### src/rtl/quadrature_pkg.sv
// Shared state encodings, quadrature phase constants and phase helpers
// for the quadrature generator and the matching decoder benches.
package quadrature_pkg;

    typedef enum logic [1:0] {
        ST_IDLE = 2'd0,
        ST_HOLD = 2'd1,
        ST_EDGE = 2'd2
    } state_t;

    localparam logic [1:0] PH_00 = 2'b00;
    localparam logic [1:0] PH_10 = 2'b10;
    localparam logic [1:0] PH_11 = 2'b11;
    localparam logic [1:0] PH_01 = 2'b01;

    localparam int TIMER_W = 8;

    // Forward order is 00->10->11->01->00; reverse walks it backwards.
    function automatic logic [1:0] phase_step(input logic [1:0] ph, input logic rev);
        logic [1:0] nxt;
        nxt = PH_00;
        case (ph)
            PH_00:   nxt = rev ? PH_01 : PH_10;
            PH_10:   nxt = rev ? PH_00 : PH_11;
            PH_11:   nxt = rev ? PH_10 : PH_01;
            PH_01:   nxt = rev ? PH_11 : PH_00;
            default: nxt = PH_00;
        endcase
        return nxt;
    endfunction

    function automatic logic is_detent(input logic [1:0] ph);
        return (ph == PH_00) || (ph == PH_11);
    endfunction

endpackage

### src/rtl/quadrature_gen_edge_timer.sv
// Reloadable down-counter that sets the spacing between quadrature edges.
// expire is high during the last cycle of a loaded period.
module edge_timer
    import quadrature_pkg::*;
#(
    parameter int W = TIMER_W
) (
    input  logic         clk,
    input  logic         reset,
    input  logic         load,
    input  logic [W-1:0] value,
    output logic         expire
);

    logic [W-1:0] count_q;
    logic [W-1:0] count_d;

    always_comb begin
        count_d = count_q;
        if (load) begin
            count_d = value;
        end else if (count_q != '0) begin
            count_d = count_q - 1'b1;
        end
    end

    always_ff @(posedge clk or negedge reset) begin
        if (!reset) begin
            count_q <= '0;
        end else begin
            count_q <= count_d;
        end
    end

    assign expire = (count_q == W'(1));

endmodule

### src/rtl/quadrature_gen.sv
// Quadrature a/b generator that walks position toward a latched target,
// one count (two edges, detent to detent) at a time.
module quadrature_gen
    import quadrature_pkg::*;
#(
    parameter int WIDTH     = 4,
    parameter int INCREMENT = 1
) (
    input  logic             clk,
    input  logic             reset,
    input  logic [WIDTH-1:0] target,
    input  logic             load,
    input  logic [7:0]       interval,
    output logic             a,
    output logic             b,
    output logic [WIDTH-1:0] position,
    output logic             busy,
    output logic             done
);

    localparam logic [WIDTH-1:0] INC_W = WIDTH'(INCREMENT);

    state_t               state_q, state_d;
    logic [1:0]           phase_q, phase_d;
    logic [WIDTH-1:0]     pos_q, pos_d;
    logic [WIDTH-1:0]     target_q, target_d;
    logic                 dir_q, dir_d;
    logic                 busy_q, busy_d;
    logic                 done_q, done_d;

    logic [WIDTH-1:0]     tgt_eff;
    logic [WIDTH-1:0]     diff;
    logic [WIDTH-1:0]     diff_mag;
    logic                 diff_neg;
    logic                 far;
    logic                 at_detent;
    logic                 stop;
    logic                 start;
    logic                 emit;
    logic                 dir_use;
    logic                 tmr_load;
    logic                 tmr_expire;
    logic [TIMER_W-1:0]   tmr_value;

    // A load in the current cycle is seen immediately so a retarget never
    // lets a stale target end the move.
    always_comb begin
        tgt_eff   = load ? target : target_q;
        diff      = tgt_eff - pos_q;
        diff_neg  = diff[WIDTH-1];
        diff_mag  = diff_neg ? ('0 - diff) : diff;
        far       = (diff_mag >= INC_W);
        at_detent = is_detent(phase_q);
        stop      = at_detent && !far;
    end

    always_ff @(posedge clk or negedge reset) begin
        if (!reset) begin
            state_q <= ST_IDLE;
        end else begin
            state_q <= state_d;
        end
    end

    always_comb begin
        state_d = state_q;
        case (state_q)
            ST_IDLE: begin
                if (load && far) begin
                    state_d = ST_HOLD;
                end
            end
            ST_HOLD, ST_EDGE: begin
                if (stop) begin
                    state_d = ST_IDLE;
                end else if (tmr_expire) begin
                    state_d = ST_EDGE;
                end else begin
                    state_d = ST_HOLD;
                end
            end
            default: state_d = ST_IDLE;
        endcase
    end

    // The edge is registered on the clock that enters EDGE, so with a
    // one-cycle interval EDGE simply repeats and edges land on every clock.
    always_comb begin
        start     = (state_q == ST_IDLE) && load && far;
        emit      = (state_q != ST_IDLE) && !stop && tmr_expire;
        tmr_load  = emit || start;
        tmr_value = (interval == 8'd0) ? 8'd1 : interval;
        dir_use   = at_detent ? diff_neg : dir_q;

        phase_d  = phase_q;
        pos_d    = pos_q;
        dir_d    = dir_q;
        target_d = load ? target : target_q;

        if (emit) begin
            phase_d = phase_step(phase_q, dir_use);
            if (at_detent) begin
                dir_d = diff_neg;
                pos_d = diff_neg ? (pos_q - INC_W) : (pos_q + INC_W);
            end
        end

        busy_d = (state_d != ST_IDLE);
        done_d = ((state_q != ST_IDLE) && (state_d == ST_IDLE))
              || ((state_q == ST_IDLE) && load && !far);
    end

    always_ff @(posedge clk or negedge reset) begin
        if (!reset) begin
            phase_q  <= PH_00;
            pos_q    <= '0;
            target_q <= '0;
            dir_q    <= 1'b0;
            busy_q   <= 1'b0;
            done_q   <= 1'b0;
        end else begin
            phase_q  <= phase_d;
            pos_q    <= pos_d;
            target_q <= target_d;
            dir_q    <= dir_d;
            busy_q   <= busy_d;
            done_q   <= done_d;
        end
    end

    edge_timer #(
        .W (TIMER_W)
    ) u_edge_timer (
        .clk    (clk),
        .reset  (reset),
        .load   (tmr_load),
        .value  (tmr_value),
        .expire (tmr_expire)
    );

    assign a        = phase_q[1];
    assign b        = phase_q[0];
    assign position = pos_q;
    assign busy     = busy_q;
    assign done     = done_q;

endmodule
### config.mk
export PLATFORM = sky130hd
export DESIGN_NAME = quadrature_gen
export DESIGN_NICKNAME = d
export VERILOG_FILES = /design/src/rtl/quadrature_pkg.sv /design/src/rtl/quadrature_gen_edge_timer.sv /design/src/rtl/quadrature_gen.sv
export SDC_FILE = /design/constraint.sdc
export NUM_CORES = 1
export LEC_CHECK = 0
export CAP_MARGIN = 20
export CORE_UTILIZATION = 35
export CTS_BUF_LIST = sky130_fd_sc_hd__clkbuf_16
export DETAILED_ROUTE_END_ITERATION = 8
export GPL_TIMING_DRIVEN = 0
export PLACE_DENSITY = 0.62
export SYNTH_ARGS = -nofsm -noshare
export SYNTH_HDL_FRONTEND = slang
export SYNTH_SLANG_ARGS = --single-unit
### constraint.sdc
create_clock -name clk -period 4.45 [get_ports clk]
set_clock_uncertainty 0.1 [all_clocks]
set_input_delay 1.335 -clock clk [delete_from_list [all_inputs] [get_ports clk]]
set_output_delay 1.335 -clock clk [all_outputs]
set_load 0.05 [all_outputs]
Word level (Yosys, flattened, before mapping)
Cells that the tools add are included.
{"block": "word_totals", "regBits": 23, "latch_bits": 0, "mem_bits_rw": 0, "romBits": 0, "in_bits": 15, "output_inout_bits": 8, "n_memories": 0}
{"block": "classes", "addsub": 5, "n_mul": 0, "div_mod_pow": 0, "n_lt_le_gt_ge": 1, "eq_ne": 6, "shift": 0, "mux": 16, "bitwise": 0, "n_reduce_logical": 23}
{"op": "2-to-1 mux 8 bit", "count": 3}
{"op": "2-to-1 mux 2 bit", "count": 7}
{"op": "2-to-1 mux 4 bit", "count": 3}
{"op": "equality test 8 x 1 -> 1 bit (second input constant)", "count": 1}
{"op": "logical AND 1 bit", "count": 8}
{"op": "logical NOT 8 bit", "count": 1}
{"op": "one-hot mux 2 bit (4 select lines)", "count": 1}
{"op": "nonzero test 8 bit", "count": 1}
{"op": "subtractor 8 x 1 -> 8 bit (second input constant)", "count": 1}
{"op": "equality test 2 bit (second input constant)", "count": 3}
{"op": "logical NOT 2 bit", "count": 3}
{"op": "nonzero test 2 bit", "count": 3}
{"op": "adder 4 x 1 -> 4 bit (second input constant)", "count": 1}
{"op": "equality test 2 x 1 -> 1 bit (second input constant)", "count": 2}
{"op": ">= comparator 4 x 1 -> 1 bit (second input constant)", "count": 1}
{"op": "one-hot mux 2 bit (2 select lines)", "count": 1}
{"op": "subtractor 1 x 4 -> 4 bit (first input constant)", "count": 1}
{"op": "subtractor 4 x 1 -> 4 bit (second input constant)", "count": 1}
{"op": "subtractor 4 bit", "count": 1}
{"op": "logical OR 1 bit", "count": 3}
{"op": "logical NOT 1 bit", "count": 2}
{"op": "AND reduction 2 bit", "count": 1}
{"op": "OR reduction 2 bit", "count": 1}
{"op": "2-to-1 mux 1 bit", "count": 1}

Longest topological paths before layout
Gate-level depths: netlist of run 1.
{"block": "logic_depth", "word_depth": 12, "depth_mapped": 15, "ltp_nobuf": 13}

Hierarchy
From an unflattened synthesis of run 1, not the netlist that was laid out.
{"block": "hier_totals", "hier_cells": 174, "area_unflattened_um2": 1679.1}
{"module": "quadrature_gen", "instances": 1, "cells_per_inst": 113, "area_each_um2": 1138.6}
{"module": "edge_timer", "instances": 1, "cells_per_inst": 61, "area_each_um2": 540.5}

Least setup slack after synthesis of run 1
No wires, ideal clock.
{"block": "synth_path", "path_kind": "input port to flip-flop", "start": "input port load", "end": "register u_edge_timer.count_q[1]", "setup_time_ns": 0.125, "t_arrival_ns": 3.963, "path_slack_ns": 0.262, "path_stages": 10, "cell_sequence": "buf_6 -> mux2_2 -> ha_1 -> a21o_1 -> a21oi_1 -> xor3_2 -> mux2_4 -> o32a_1 -> buf_6 -> mux2_4"}
{"block": "synth_via", "elab_chain_cells": 12, "elab_cells_between_ends": 15, "cone_classes": "add/sub (2); order compare (1); mux (3); reduce/logical (9)"}
{"element": "start, declared", "line": "quadrature_gen.sv:12", "text": "input logic load,"}
{"element": "2-to-1 mux 4 bit"}
{"element": "subtractor 4 bit", "line": "quadrature_gen.sv:49", "text": "diff = tgt_eff - pos_q;"}
{"element": "subtractor 1 x 4 -> 4 bit", "line": "quadrature_gen.sv:51", "text": "diff_mag = diff_neg ? ('0 - diff) : diff;"}
{"element": "2-to-1 mux 4 bit", "line": "quadrature_gen.sv:51"}
{"element": ">= comparator 4 x 1 -> 1 bit", "line": "quadrature_gen.sv:52", "text": "far = (diff_mag >= INC_W);"}
{"element": "logical NOT 1 bit", "line": "quadrature_gen.sv:54", "text": "stop = at_detent && !far;"}
{"element": "logical AND 1 bit", "line": "quadrature_gen.sv:54"}
{"element": "logical NOT 1 bit", "line": "quadrature_gen.sv:90", "text": "emit = (state_q != ST_IDLE) && !stop && tmr_expire;"}
{"element": "logical AND 1 bit (2 in a row)", "line": "quadrature_gen.sv:90"}
{"element": "logical OR 1 bit (*)", "line": "quadrature_gen.sv:91", "text": "tmr_load = emit || start;"}
{"element": "2-to-1 mux 8 bit or nonzero test 2 bit (tied branches)"}
{"element": "end signal, assigned", "line": "quadrature_gen_edge_timer.sv:31", "text": "count_q <= count_d;"}
{"element": "end, declared", "line": "quadrature_gen_edge_timer.sv:15", "text": "logic [W-1:0] count_q;"}
Mark *: on every way between the ends. The rest lies on a longest branch, timed or not.
A chain may end at the register's enable or synchronous reset.

Final worst setup path of run 1
{"block": "layout_path", "start": "input port target[1]", "end": "register u_edge_timer.count_q[7]"}
{"block": "layout_via", "elab_chain_cells": 12, "elab_cells_between_ends": 14, "cone_classes": "add/sub (2); order compare (1); mux (3); reduce/logical (8)"}
{"element": "start, declared", "line": "quadrature_gen.sv:11", "text": "input logic [WIDTH-1:0] target,"}
{"element": "2-to-1 mux 4 bit (*)"}
{"element": "subtractor 4 bit (*)", "line": "quadrature_gen.sv:49"}
{"element": "subtractor 1 x 4 -> 4 bit", "line": "quadrature_gen.sv:51"}
{"element": "2-to-1 mux 4 bit (*)", "line": "quadrature_gen.sv:51"}
{"element": ">= comparator 4 x 1 -> 1 bit (*)", "line": "quadrature_gen.sv:52"}
{"element": "logical NOT 1 bit", "line": "quadrature_gen.sv:54"}
{"element": "logical AND 1 bit", "line": "quadrature_gen.sv:54"}
{"element": "logical NOT 1 bit", "line": "quadrature_gen.sv:90"}
{"element": "logical AND 1 bit (2 in a row)", "line": "quadrature_gen.sv:90"}
{"element": "logical OR 1 bit (*)", "line": "quadrature_gen.sv:91"}
{"element": "2-to-1 mux 8 bit or nonzero test 2 bit (tied branches)"}
Marks and branches as above.

==> metrics.txt, run 1 <==
status=completed; Synth Flop Type=dfrtp_1; hold depth=1; PwrDens=around 740 nW/µm²; Cell Area, Synth=between 1500 and 2000 µm²; die extent in y=69.3 µm; setup_tns=0 ps; DRT Wirelength=approximately 3200 µm; met1 Use GR=between 15 and 20%; simple-gate share of the synthesized area=12.6%; final worst slack=roughly 120 ps; Synth Area in Compound Gates=9.32%; met3 GRT Util=1.89%; fin crit share=97.2%; area of the core=4350 µm²; Worst Setup Path Type=primary input to flip-flop; antenna violations before repair=0; Hold Path Class=flip-flop to flip-flop; first-pass GRT wire length=5620 µm; end-of-flow core utilization=between 40% and 50%; CP Data Arrival Time=roughly 4400 ps; maximum clock path buffer count=2; layout cells sized above 1=between 15 and 20%; vias in the first global route=1311; Synth Register Bits=23; TritonCTS Buffers=3; Boundary Pins=23; WL per Instance=13.8 µm; mean post-synth cell area=10.4 µm²; Final min period=around 4300 ps; largest family of logic cells by synthesized area=multiplexers; Post-DP HPWL=2460 µm; syn nets=183; die area=4800 µm²; ys async rst share=100%; reg-to-reg slack, setup=1230 ps; synth warn=0; met2 global-route usage=a little over a quarter; GRT overflow=0; critical path's slowest cell=xor3_2; Adder-Cell Fraction of Synth Area=13.6%; hold buffer count at cts=0; CP peak stage delay=510 ps; Min Hold Slack=414 ps; post-synthesis xor/xnor area fraction=between 6 and 7%; crit start category=primary input; Rows=24; Reg clk slew, reported paths=roughly 60 ps; portion of netlist area occupied by mux cells=16.9%; Final Hold Viols=0; Layout area overhead=25.9%; vias=1208; Seq/Total Area, Yosys=36.3%; Finished Layout Cells=234; # setup viols final=0; clock latency on the worst-skew pair=260 ps; dpl cells=225; gr usage total=14.3%; critical path peak fanout=10; most numerous cell on the critical path=mux2_4; Lkg Pwr=roughly 0.98 nW; initial DRC count=27; Slew headroom=62.2%; R2R cell count=12; GR peak layer=met2; routability cong.=0.779; worst path cell trace=clkdlybuf4s50_1 > mux2_2 > ha_1 > a21o_1 > a21oi_1 > xor3_2 > mux2_4 > o32a_1 > buf_6 > mux2_4; Synth cell types=33; first-pass detailed-route iteration total=4; die width=69.3 µm; largest net degree at the start of global routing=24; Post-synth EDFFs=0; Avg Vias per Cell=5.16; worst-margin pin slew=565 ps; fin nets=214; Post-Place Setup Slack=-194 ps; htree depth=1; Achievable Freq=231 MHz; overall power=1.48 mW; Ant. Diodes=0; Root Buffer=clkbuf_16; Synth Instances=around 150; Post-Place Cell Area=1860 µm²; Crit. End Element=flip-flop; Peak VDD IR=~0.24 mV; # DRC=0; Buffers on Ports=21; TritonCTS Sinks=23; initial core utilization=36.4%; Final ANT Viol Nets=0; max cap viols=0; Final Max Tran Viols=0; WP data required=between 4000 and 5000 ps; FILL cells=~410; Final Cell Area=1990 µm²; CTS tree=yes
## worst paths after layout
| check | start | end |
|---|---|---|
| min reg2reg | target_q[2] | target_q[2] |
| max in group asynchronous | reset | u_edge_timer.count_q[6] |
| max reg2reg | target_q[0] | u_edge_timer.count_q[7] |
| min | target_q[2] | target_q[2] |
| min in group asynchronous | reset | position[2] |
| max | target[1] | u_edge_timer.count_q[7] |
## placed cells by master (no fill, tap or decap), types with 5 or more instances in the layout
master,count
ha_1,12
inv_1,15
a21oi_1,10
nor2_1,9
mux2i_1,7
nand3_1,5
nand2_1,8
nor3_1,6
dfrtp_1,23
mux2_2,6
mux2_4,8
clkdlybuf4s50_1,20
## per-layer routing
layer	part of all wire [%]	wire length, µm	vias to the layer above
met5	0	0	-
met1	43	1370	590
met4	1.3	42	0
li1	-	-	590
met2	54	1730	22
met3	2.3	75	6
## where the power goes
| part | total (mW) | internal (mW) | switching (mW) |
|---|---|---|---|
| combinational | 0.929 | 0.452 | 0.477 |
| clock | 0.194 | 0.120 | 0.0742 |
| sequential | 0.354 | 0.286 | 0.0685 |
## critical path, delay by kind of cell
family | cells | cell delay, ps
muxes | 3 | 950
AOI/OAI and AO/OA | 3 | 710
adders and majority gates | 1 | 290
buffers and inverters | 2 | 560
xor gates and xnor gates | 1 | 510
## timing repair
action                                  CTS  global route
gates resized for setup                   0             5
endpoints found under the setup margin    0             9
buffers inserted                          0             4
## area by class of cell
| cell class | count | area, µm² | share of cell area, % |
|---|---|---|---|
| multi-input combinational | 111 | 935 | 46.9 |
| sequential | 23 | 576 | 28.9 |
| timing repair buffer | 26 | 258 | 12.9 |
| clock buffer | 3 | 75.1 | 3.76 |
| tap | 52 | 65.1 | 3.26 |
| inverter | 15 | 56.3 | 2.82 |
| buffer | 3 | 26.3 | 1.32 |
| clock inverter | 1 | 3.75 | 0.188 |
## cell usage after synthesis, types with 2 or more instances
cell type | instances | share of area (%)
nand2_1 | 8 | 1.9
o31ai_1 | 2 | 0.95
inv_1 | 15 | 3.6
mux2_4 | 8 | 7.6
ha_1 | 14 | 11
o21bai_1 | 2 | 0.95
fa_1 | 2 | 2.5
a21oi_1 | 10 | 3.2
nor3_1 | 6 | 1.9
nor4_1 | 4 | 1.6
buf_6 | 2 | 1.4
mux2_2 | 6 | 4.3
xnor2_1 | 4 | 2.2
dfrtp_1 | 23 | 36
nor2_1 | 9 | 2.1
a21o_1 | 3 | 1.4
mux2i_1 | 8 | 5.1
nand3_1 | 5 | 1.6
o21ai_0 | 4 | 1.3
xor2_1 | 4 | 2.2
## cell families after synthesis
logic type,after synthesis
and+or+nand+nor,40
AOI/OAI and AO/OA,24
DFF,23
muxes,22
buffers and inverters,18
adders and majority gates,16
xor gates and xnor gates,9
## flip-flops by register name, indices dropped and copies added, names as in the netlist
register,cells
dir_q,1
phase_q,2
target_q,4
state_q,2
u_edge_timer.count_q,8
position,4
busy,1
done,1
Note: power is estimated with default switching activity, not from simulation.
==> run 2, diff against run 1 <==
--- a/config.mk
+++ b/config.mk
@@ -14,3 +14,4 @@
 export SYNTH_ARGS = -nofsm -noshare
 export SYNTH_HDL_FRONTEND = slang
 export SYNTH_SLANG_ARGS = --single-unit
+export TNS_END_PERCENT = 20
==> results of run 2 <==
Final layout, timing and power as in run 1 (identical DEF).
